### src/rtl/lstm_core_scheduler_if.sv
// Requester / shared-core / response bundle for the LSTM core scheduler.
// The scheduler takes the slave side; requesters, core and consumer sit on master.
interface lstm_core_scheduler_if #(
  parameter int WIDTH     = 18,
  parameter int NUM_REQ   = 4,
  parameter int MAX_STEPS = 4
);
  localparam int STEP_W = $clog2(MAX_STEPS + 1);
  localparam int ID_W   = $clog2(NUM_REQ);

  logic [NUM_REQ-1:0]                 req_valid;
  logic [NUM_REQ-1:0]                 req_ready;
  logic [NUM_REQ*MAX_STEPS*WIDTH-1:0] req_x;
  logic [NUM_REQ*STEP_W-1:0]          req_len;
  logic [NUM_REQ*WIDTH-1:0]           req_c0;
  logic [NUM_REQ*WIDTH-1:0]           req_h0;

  logic [WIDTH-1:0] core_x;
  logic [WIDTH-1:0] core_c;
  logic [WIDTH-1:0] core_h;
  logic [WIDTH-1:0] core_c_new;
  logic [WIDTH-1:0] core_h_new;

  logic             rsp_valid;
  logic             rsp_ready;
  logic [ID_W-1:0]  rsp_id;
  logic [WIDTH-1:0] rsp_c;
  logic [WIDTH-1:0] rsp_h;
  logic             busy;

  modport slave (
    input  req_valid, req_x, req_len, req_c0, req_h0,
    input  core_c_new, core_h_new, rsp_ready,
    output req_ready, core_x, core_c, core_h,
    output rsp_valid, rsp_id, rsp_c, rsp_h, busy
  );

  modport master (
    output req_valid, req_x, req_len, req_c0, req_h0,
    output core_c_new, core_h_new, rsp_ready,
    input  req_ready, core_x, core_c, core_h,
    input  rsp_valid, rsp_id, rsp_c, rsp_h, busy
  );
endinterface

### src/rtl/lstm_core_scheduler.sv
// Round-robin scheduler time-sharing one combinational LSTM cell core between
// NUM_REQ requesters; one step per clock, final c/h returned on a valid/ready channel.
module lstm_core_scheduler #(
  parameter int WIDTH     = 18,
  parameter int NUM_REQ   = 4,
  parameter int MAX_STEPS = 4
) (
  input  logic                   clk,
  input  logic                   rst_n,
  lstm_core_scheduler_if.slave   bus
);
  localparam int STEP_W = $clog2(MAX_STEPS + 1);
  localparam int ID_W   = $clog2(NUM_REQ);

  localparam logic [1:0] IDLE = 2'd0;
  localparam logic [1:0] RUN  = 2'd1;
  localparam logic [1:0] RESP = 2'd2;

  // Packed views of the flat request buses; layout matches r*MAX_STEPS+k ordering.
  logic [NUM_REQ-1:0][MAX_STEPS-1:0][WIDTH-1:0] x_in;
  logic [NUM_REQ-1:0][STEP_W-1:0]               len_in;
  logic [NUM_REQ-1:0][WIDTH-1:0]                c0_in;
  logic [NUM_REQ-1:0][WIDTH-1:0]                h0_in;

  assign x_in   = bus.req_x;
  assign len_in = bus.req_len;
  assign c0_in  = bus.req_c0;
  assign h0_in  = bus.req_h0;

  logic [1:0]                    state;
  logic [ID_W-1:0]               rr_ptr;
  logic [ID_W-1:0]               id;
  logic [STEP_W-1:0]             step;
  logic [STEP_W-1:0]             len;
  logic [MAX_STEPS-1:0][WIDTH-1:0] x_lat;
  logic [WIDTH-1:0]              c_reg;
  logic [WIDTH-1:0]              h_reg;
  logic [WIDTH-1:0]              rsp_c_q;
  logic [WIDTH-1:0]              rsp_h_q;

  // Round-robin scan starting at rr_ptr; sum never exceeds 2*NUM_REQ-2.
  logic            gnt_any;
  logic [ID_W-1:0] gnt_id;
  logic [ID_W:0]   sum;
  logic [ID_W-1:0] scan;

  always_comb begin
    gnt_any = 1'b0;
    gnt_id  = '0;
    sum     = '0;
    scan    = '0;
    for (int i = 0; i < NUM_REQ; i++) begin
      sum = {1'b0, rr_ptr} + (ID_W+1)'(i);
      if (sum >= (ID_W+1)'(NUM_REQ)) sum = sum - (ID_W+1)'(NUM_REQ);
      scan = sum[ID_W-1:0];
      if (!gnt_any && bus.req_valid[scan]) begin
        gnt_any = 1'b1;
        gnt_id  = scan;
      end
    end
  end

  logic grant;
  assign grant         = rst_n && (state == IDLE) && gnt_any;
  assign bus.req_ready = grant ? (NUM_REQ'(1) << gnt_id) : '0;

  logic [STEP_W-1:0] len_clamp;
  assign len_clamp = (len_in[gnt_id] > STEP_W'(MAX_STEPS)) ? STEP_W'(MAX_STEPS) : len_in[gnt_id];

  logic [WIDTH-1:0] x_cur;
  always_comb begin
    x_cur = '0;
    for (int k = 0; k < MAX_STEPS; k++)
      if (step == STEP_W'(k)) x_cur = x_lat[k];
  end

  logic running;
  assign running    = (state == RUN);
  assign bus.core_x = running ? x_cur : '0;
  assign bus.core_c = running ? c_reg : '0;
  assign bus.core_h = running ? h_reg : '0;

  assign bus.rsp_valid = (state == RESP);
  assign bus.rsp_id    = id;
  assign bus.rsp_c     = rsp_c_q;
  assign bus.rsp_h     = rsp_h_q;
  assign bus.busy      = (state != IDLE);

  logic last_step;
  assign last_step = (step == len - STEP_W'(1));

  always_ff @(posedge clk or negedge rst_n) begin
    if (!rst_n) begin
      state   <= IDLE;
      rr_ptr  <= '0;
      id      <= '0;
      step    <= '0;
      len     <= '0;
      x_lat   <= '0;
      c_reg   <= '0;
      h_reg   <= '0;
      rsp_c_q <= '0;
      rsp_h_q <= '0;
    end else begin
      case (state)
        IDLE: begin
          if (gnt_any) begin
            x_lat <= x_in[gnt_id];
            c_reg <= c0_in[gnt_id];
            h_reg <= h0_in[gnt_id];
            id    <= gnt_id;
            len   <= len_clamp;
            step  <= '0;
            // Zero-length job: the initial state is already the answer.
            if (len_clamp == '0) begin
              rsp_c_q <= c0_in[gnt_id];
              rsp_h_q <= h0_in[gnt_id];
              state   <= RESP;
            end else begin
              state <= RUN;
            end
          end
        end
        RUN: begin
          c_reg <= bus.core_c_new;
          h_reg <= bus.core_h_new;
          if (last_step) begin
            rsp_c_q <= bus.core_c_new;
            rsp_h_q <= bus.core_h_new;
            state   <= RESP;
          end else begin
            step <= step + STEP_W'(1);
          end
        end
        RESP: begin
          if (bus.rsp_ready) begin
            rr_ptr <= (id == ID_W'(NUM_REQ - 1)) ? '0 : id + ID_W'(1);
            state  <= IDLE;
          end
        end
        default: state <= IDLE;
      endcase
    end
  end
endmodule

### src/flat_wrapper.sv
// flat-port wrapper written by rule: the top's interface ports become plain ports
module lstm_core_scheduler_flat 
#(
  parameter int WIDTH     = 18,
  parameter int NUM_REQ   = 4,
  parameter int MAX_STEPS = 4
)
  (clk, rst_n, bus_req_valid, bus_req_x, bus_req_len, bus_req_c0, bus_req_h0, bus_core_c_new, bus_core_h_new, bus_rsp_ready, bus_req_ready, bus_core_x, bus_core_c, bus_core_h, bus_rsp_valid, bus_rsp_id, bus_rsp_c, bus_rsp_h, bus_busy);
  lstm_core_scheduler_if #(.WIDTH(WIDTH), .NUM_REQ(NUM_REQ), .MAX_STEPS(MAX_STEPS)) bus_i ();
  input  logic clk;
  input  logic rst_n;
  input wire logic [$bits(bus_i.req_valid)-1:0] bus_req_valid;
  input wire logic [$bits(bus_i.req_x)-1:0] bus_req_x;
  input wire logic [$bits(bus_i.req_len)-1:0] bus_req_len;
  input wire logic [$bits(bus_i.req_c0)-1:0] bus_req_c0;
  input wire logic [$bits(bus_i.req_h0)-1:0] bus_req_h0;
  input wire logic [$bits(bus_i.core_c_new)-1:0] bus_core_c_new;
  input wire logic [$bits(bus_i.core_h_new)-1:0] bus_core_h_new;
  input wire logic [$bits(bus_i.rsp_ready)-1:0] bus_rsp_ready;
  output wire logic [$bits(bus_i.req_ready)-1:0] bus_req_ready;
  output wire logic [$bits(bus_i.core_x)-1:0] bus_core_x;
  output wire logic [$bits(bus_i.core_c)-1:0] bus_core_c;
  output wire logic [$bits(bus_i.core_h)-1:0] bus_core_h;
  output wire logic [$bits(bus_i.rsp_valid)-1:0] bus_rsp_valid;
  output wire logic [$bits(bus_i.rsp_id)-1:0] bus_rsp_id;
  output wire logic [$bits(bus_i.rsp_c)-1:0] bus_rsp_c;
  output wire logic [$bits(bus_i.rsp_h)-1:0] bus_rsp_h;
  output wire logic [$bits(bus_i.busy)-1:0] bus_busy;
  assign bus_i.req_valid = bus_req_valid;
  assign bus_i.req_x = bus_req_x;
  assign bus_i.req_len = bus_req_len;
  assign bus_i.req_c0 = bus_req_c0;
  assign bus_i.req_h0 = bus_req_h0;
  assign bus_i.core_c_new = bus_core_c_new;
  assign bus_i.core_h_new = bus_core_h_new;
  assign bus_i.rsp_ready = bus_rsp_ready;
  assign bus_req_ready = bus_i.req_ready;
  assign bus_core_x = bus_i.core_x;
  assign bus_core_c = bus_i.core_c;
  assign bus_core_h = bus_i.core_h;
  assign bus_rsp_valid = bus_i.rsp_valid;
  assign bus_rsp_id = bus_i.rsp_id;
  assign bus_rsp_c = bus_i.rsp_c;
  assign bus_rsp_h = bus_i.rsp_h;
  assign bus_busy = bus_i.busy;
  lstm_core_scheduler #(.WIDTH(WIDTH), .NUM_REQ(NUM_REQ), .MAX_STEPS(MAX_STEPS)) u_core (.clk(clk), .rst_n(rst_n), .bus(bus_i));
endmodule
### config.mk
export PLATFORM = sky130hd
export DESIGN_NAME = lstm_core_scheduler_flat
export DESIGN_NICKNAME = d
export VERILOG_FILES = /design/src/rtl/lstm_core_scheduler_if.sv /design/src/rtl/lstm_core_scheduler.sv /design/src/flat_wrapper.sv
export SDC_FILE = /design/constraint.sdc
export NUM_CORES = 1
export LEC_CHECK = 0
export ABC_AREA = 1
export BUFFER_PORTS_ARGS = -buffer_cell sky130_fd_sc_hd__buf_2
export CORE_AREA = 2 2 227 229
export DETAILED_ROUTE_END_ITERATION = 6
export DIE_AREA = 0 0 229 231
export GPL_ROUTABILITY_DRIVEN = 0
export SLEW_MARGIN = 0
export SYNTH_ARGS = -nofsm -noshare
export SYNTH_HDL_FRONTEND = slang
export SYNTH_SLANG_ARGS = --single-unit
### constraint.sdc
create_clock -name clk -period 2.7 [get_ports clk]
set_input_delay 0.405 -clock clk [delete_from_list [all_inputs] [get_ports clk]]
set_output_delay 0.405 -clock clk [all_outputs]
set_load 0.02 [all_outputs]
==> metrics.yaml, run 1 <==
rows: 83
cp_cell_sequence: "buf_6 -> buf_6 -> nand2_2 -> nand2_1 -> nand2_1 -> nand2_1 -> nand2_1 -> nand2_1 -> nand2_2 -> nand3_4 -> buf_12 -> buf_16 -> nor3_4 -> buf_6"
cts_tree: "yes"
comb_power_share_pct: 79.4
clockBufferDepth: 2
clkPwrFrac_pct: 7.7
initial_core_util_pct: 20.5
p_total_mw: 32.7
drv_cap: 0
grt_pass1_wl_um: 80400
path_clk_slew_ps: 60
drc: 0
status: "complete, but fails checks"
die-area_mm2: 0.0529
grt_max_degree: 127
violations: "negative setup slack"
dp_hpwl_um: 43100
cpMostUsedCell: "nand2_1"
ant_nets: 0
setup_ws_ps: -69.4
worst_pin_slew_ps: 904
power.leakage_nw: 9.14
netSwitchingFraction_pct: 51.0
place_inst: 2815
peakVddDrop_uv: 799
final_cells: 2956
cts_buffers: 17
synth_top_cell_area_share_pct: 37.6
ioPinCount: 585
syn_area_mm2: 0.0104
period_share_pct: 103
nNetsFinal: 2749
p_int_mw: 16.0
syn_to_final_growth_pct: 70.6
netlist_instances: 1575
slowest_delay_ps: 460
wire_per_inst_um: 20.2
drt-total-wl_um: 59700
relSlewSlack_pct: 39.7
rsz0062_at_grt: "yes"
power.density_mw_per_mm2: 1850
grt_pass1_vias: 13200
h-tree-depth: 4
synth-seq-cells: 156
yosys.area.top_type: "dfrtp_1"
regMostFlops: "u_core.x_lat"
synth_commonest_cells: "nand2_1 (698), dfrtp_1 (156), nand3_1 (129)"
switching_power_mw: 16.7
grt_usage_pct: 20.4
crit_type: "reg2out"
yosysMostFrequentCell: "nand2_1"
vias_per_cell: 4.66
synth_fp_nets: 2069
drv_slew: 0
fmax_mhz: 361
ys.warnings.count: 0
fin_hold_ws_ps: 122
drive_gt1_share_pct: 46.5
path_max_fanout: 6
synth.area.top_cells: "dfrtp_1 (38%), nand2_1 (25%), nand3_1 (6.2%)"
die_height_um: 231
synth.avg_cell_area_um2: 6.59
cts_root_buf: "clkbuf_16"
critPathLaunchType: "flop"
synth-edff-count: 0
seqPwrFrac_pct: 12.8
antenna_found_initial: 15
synth_top_flop_cell: "dfrtp_1"
cp-end-kind: "output port"
insertion_delay_ps: 480
seq_area_frac_synth_pct: 37.6
async_reset_ff_share_pct: 100
dr.first_iter.drc_count: 749
overflow: 0
slowest_stage: "dfrtp_2"
dr.pass1.iters: 5
cts_sinks: 156
worst_ep_arrival_time_ps: 2360
required_ps: 2300
vias: 13800
fill_cells: 5457
largest_register_ffs: 72
period_minus_slack_ps: 2770
hold_viol_final: 0
die_w_um: 229
port_buffers: 584
fin_skew_ps: 9.84
yosysUniqueCellTypes: 35
hold_path.class: "in2reg"
core_area_mm2: 0.0507
setup_viol: 9
## final timing paths
check | from | end | slack, ps | depth (start not counted)
setup / recovery | u_core.rr_ptr[0] | bus_req_ready[3] | -70 | 14
hold / removal | bus_rsp_ready | u_core.state[1] | 120 | 2
setup reg to reg | u_core.rr_ptr[0] | u_core.x_lat[10] | -30 | 20
hold reg to reg | u_core.bus.rsp_c[11] | u_core.bus.rsp_c[11] | 470 | 2
max in group asynchronous | rst_n | u_core.x_lat[40] | 950 | 4
min in group asynchronous | rst_n | u_core.state[1] | 320 | 2
## cells by family (layout without fill, tap and decap cells)
group,Yosys count,count (layout),share of synthesized area [%]
and+or+nand+nor,994,994,39.7
AOI/OAI and AO/OA,223,223,13.7
buffers and inverters,193,885,7.97
DFF,156,156,37.6
adders and majority gates,7,7,0.844
xor gates and xnor gates,2,2,0.169
other,0,9,0
## critical path: cells and delay by family, from the launching register on
kind | cells | cell delay (ps)
AND/OR/NAND/NOR | 9 | 740
buffers and inverters | 5 | 700
flip-flops | 1 | 460
## repair_timing
| action | in CTS | in global routing |
|---|---|---|
| hold endpoints to repair | 8 | 0 |
| endpoints found under the setup margin | 22 | 167 |
| cloned | 4 | 20 |
| buffers inserted | 39 | 37 |
| pin swaps | 25 | 82 |
| gates resized for setup | 79 | 272 |
| hold buffers | 1 | 0 |
## layout make-up
class / count / area, um2 / share of cell area [%]
sequential: 156 / 3910 / 22.1
timing repair buffer: 770 / 5390 / 30.4
multi-input combinational: 1226 / 6610 / 37.3
clock inverter: 12 / 139 / 0.784
inverter: 84 / 343 / 1.94
tap: 680 / 851 / 4.80
clock buffer: 19 / 453 / 2.56
antenna: 9 / 22.5 / 0.127
## placed cells by master (no fill, tap or decap), types with 6 or more instances in the layout
cell type	instances
a21oi_1	21
nand3b_1	12
buf_12	34
clkbuf_16	33
a22oi_1	39
nand3_2	40
o21ai_1	43
diode_2	9
a22oi_2	29
nand2_2	85
o21ai_0	12
a21oi_2	14
inv_1	68
buf_6	33
a41oi_1	9
inv_2	7
nor2_4	8
nand2_1	600
buf_2	568
a41oi_2	6
nand3_1	89
a31oi_1	34
buf_4	105
nor2_1	90
buf_8	6
or2_2	14
nand4_1	29
dfrtp_1	153
nand2_4	16
## power by group through the flow
stage / sequential [mW] / clock (mW) / combinational (mW)
final: 4.20 / 2.53 / 26.0
after global routing: 4.29 / 2.65 / 28.0
after CTS: 4.16 / 2.60 / 20.5
after detailed placement: 4.20 / 0 / 18.7
after global placement: 4.19 / 0 / 18.6
after floorplan: 4.33 / 0 / 11.0
## routing by layer
layer | track usage, % | up-vias | wire (um)
met5 | 0 | - | 14
met4 | 11.3 | 2 | 2930
met3 | 3.73 | 125 | 3590
met2 | 36.4 | 659 | 30000
met1 | 22.9 | 6463 | 23100
li1 | - | 6539 | -
## stage by stage
step	TNS, ps	util, %	instance area (um2)	setup WS, ps
4_1_cts	-376	31.3	15900	-98.0
6_report	-264	35.0	17700	-69.4
3_3_place_gp	0	28.7	14600	101
5_1_grt	-9640	34.9	17700	-145
2_1_floorplan	0	-	10400	123
3_5_place_dp	0	28.7	14600	35.7
(Power assumes the default switching activity.)
==> run 2: changes to the inputs <==
RECOVER_POWER = 25   (was default)
==> metrics.yaml, run 2 (synthesis results as in run 1) <==
setup_viol: 9
drc: 0
grt_pass1_vias: 13200
syn_to_final_growth_pct: 70.2
largest_register_ffs: 72
die_height_um: 231
required_ps: 2300
crit_type: "reg2out"
worst_pin_slew_ps: 905
relSlewSlack_pct: 39.7
core_area_mm2: 0.0507
vias: 13800
hold_viol_final: 0
dr.pass1.iters: 5
drv_slew: 0
drv_cap: 0
violations: "negative setup slack"
path_clk_slew_ps: 60
power.density_mw_per_mm2: 1850
clockBufferDepth: 2
cts_sinks: 156
ioPinCount: 585
final_common_cell: "nand2_1"
worst_ep_arrival_time_ps: 2360
tns_ps: -226
antenna_found_initial: 15
wire_per_inst_um: 20.2
drive_gt1_share_pct: 44.9
peakVddDrop_uv: 800
cp-end-kind: "output port"
cts_tree: "yes"
insertion_delay_ps: 480
fmax_mhz: 362
setup_ws_ps: -61.9
die_w_um: 229
dr.first_iter.drc_count: 782
grt_max_degree: 127
dp_hpwl_um: 43100
nNetsFinal: 2749
dp_slack_ps: 35.7
cts_root_buf: "clkbuf_16"
grt_usage_pct: 20.4
status: "complete, but fails checks"
port_buffers: 584
initial_core_util_pct: 20.5
worst-r2r-setup-slack_ps: -30
period_share_pct: 102
cts_buffers: 17
fin_skew_ps: 8.66
period_minus_slack_ps: 2760
h-tree-depth: 4
regMostFlops: "u_core.x_lat"
rows: 83
critPathLaunchType: "flop"
power.leakage_nw: 9.02
final_cell_mix: "nand2_1 (600), buf_2 (533), dfrtp_1 (153)"
post-route-util_pct: 34.9
p_total_mw: 32.7
die-area_mm2: 0.0529
grt_pass1_wl_um: 80400
ant_nets: 0
hold_path.class: "in2reg"
path_max_fanout: 6
overflow: 0
drt-total-wl_um: 59700
rsz0062_at_grt: "yes"
vias_per_cell: 4.66
[run 2: cell count changes in the layout (fill, tap and decap cells not counted), sizes merged]
cell,previous run,this run
buf,750,715
clkbuf,35,70
[run 2: critical path, stage by stage (launching register included)]
cell and delay, ps:
dfrtp_2 460, buf_6 150, buf_6 110, nand2_2 40, nand2_1 40, nand2_1 60
nand2_1 60, nand2_1 90, nand2_1 70, nand2_2 90, nand3_4 90, buf_12 160
buf_16 140, nor3_4 190, buf_6 140
[run 2: report_power, final]
group	internal [mW]	switching (mW)
clock	1.41	1.12
combinational	11.0	15.0
sequential	3.60	0.609
[run 2: area by class of cell]
cell class	count	area, um2
Sequential cell	156	3910
Clock buffer	19	453
Multi-Input combinational cell	1226	6610
Inverter	84	343
Fill cell	5465	33000
Tap cell	680	851
Timing Repair Buffer	770	5350
Clock inverter	12	139
Antenna cell	9	22.5
[run 2: routing by layer]
layer,routed length (um),share of wire (%),track usage [%],vias to the layer above
met5,14,0.023,0,-
li1,-,-,-,6538
met1,23200,39,22.9,6465
met2,30000,50,36.4,649
met4,2900,4.9,11.3,2
met3,3530,5.9,3.73,118
[run 2: final timing paths]
path,from,to,depth (start not counted)
setup / recovery,u_core.rr_ptr[0],bus_req_ready[3],14
hold / removal,bus_rsp_ready,u_core.state[1],2
setup reg to reg,u_core.rr_ptr[0],u_core.x_lat[68],20
hold reg to reg,u_core.bus.rsp_h[0],u_core.bus.rsp_h[0],2
max in group asynchronous,rst_n,u_core.x_lat[40],4
min in group asynchronous,rst_n,u_core.state[1],2
[run 2: what timing repair did]
item                       CTS  global route
setup endpoints to repair   22           167
buffers inserted            39            37
hold buffers                 1             0
pin swaps                   25            82
hold endpoints to repair     8             0
gates resized for setup     79           272
cloned                       4            20
[run 2: per-stage QoR]
stage | std cells | cell area, um2 | hold slack [ps]
after floorplan | 1575 | 10400 | 109
after global placement | 2815 | 14600 | 228
after detailed placement | 2815 | 14600 | 230
after CTS | 2890 | 15900 | 65.9
after global routing | 2955 | 17700 | 116
final | 2956 | 17700 | 122
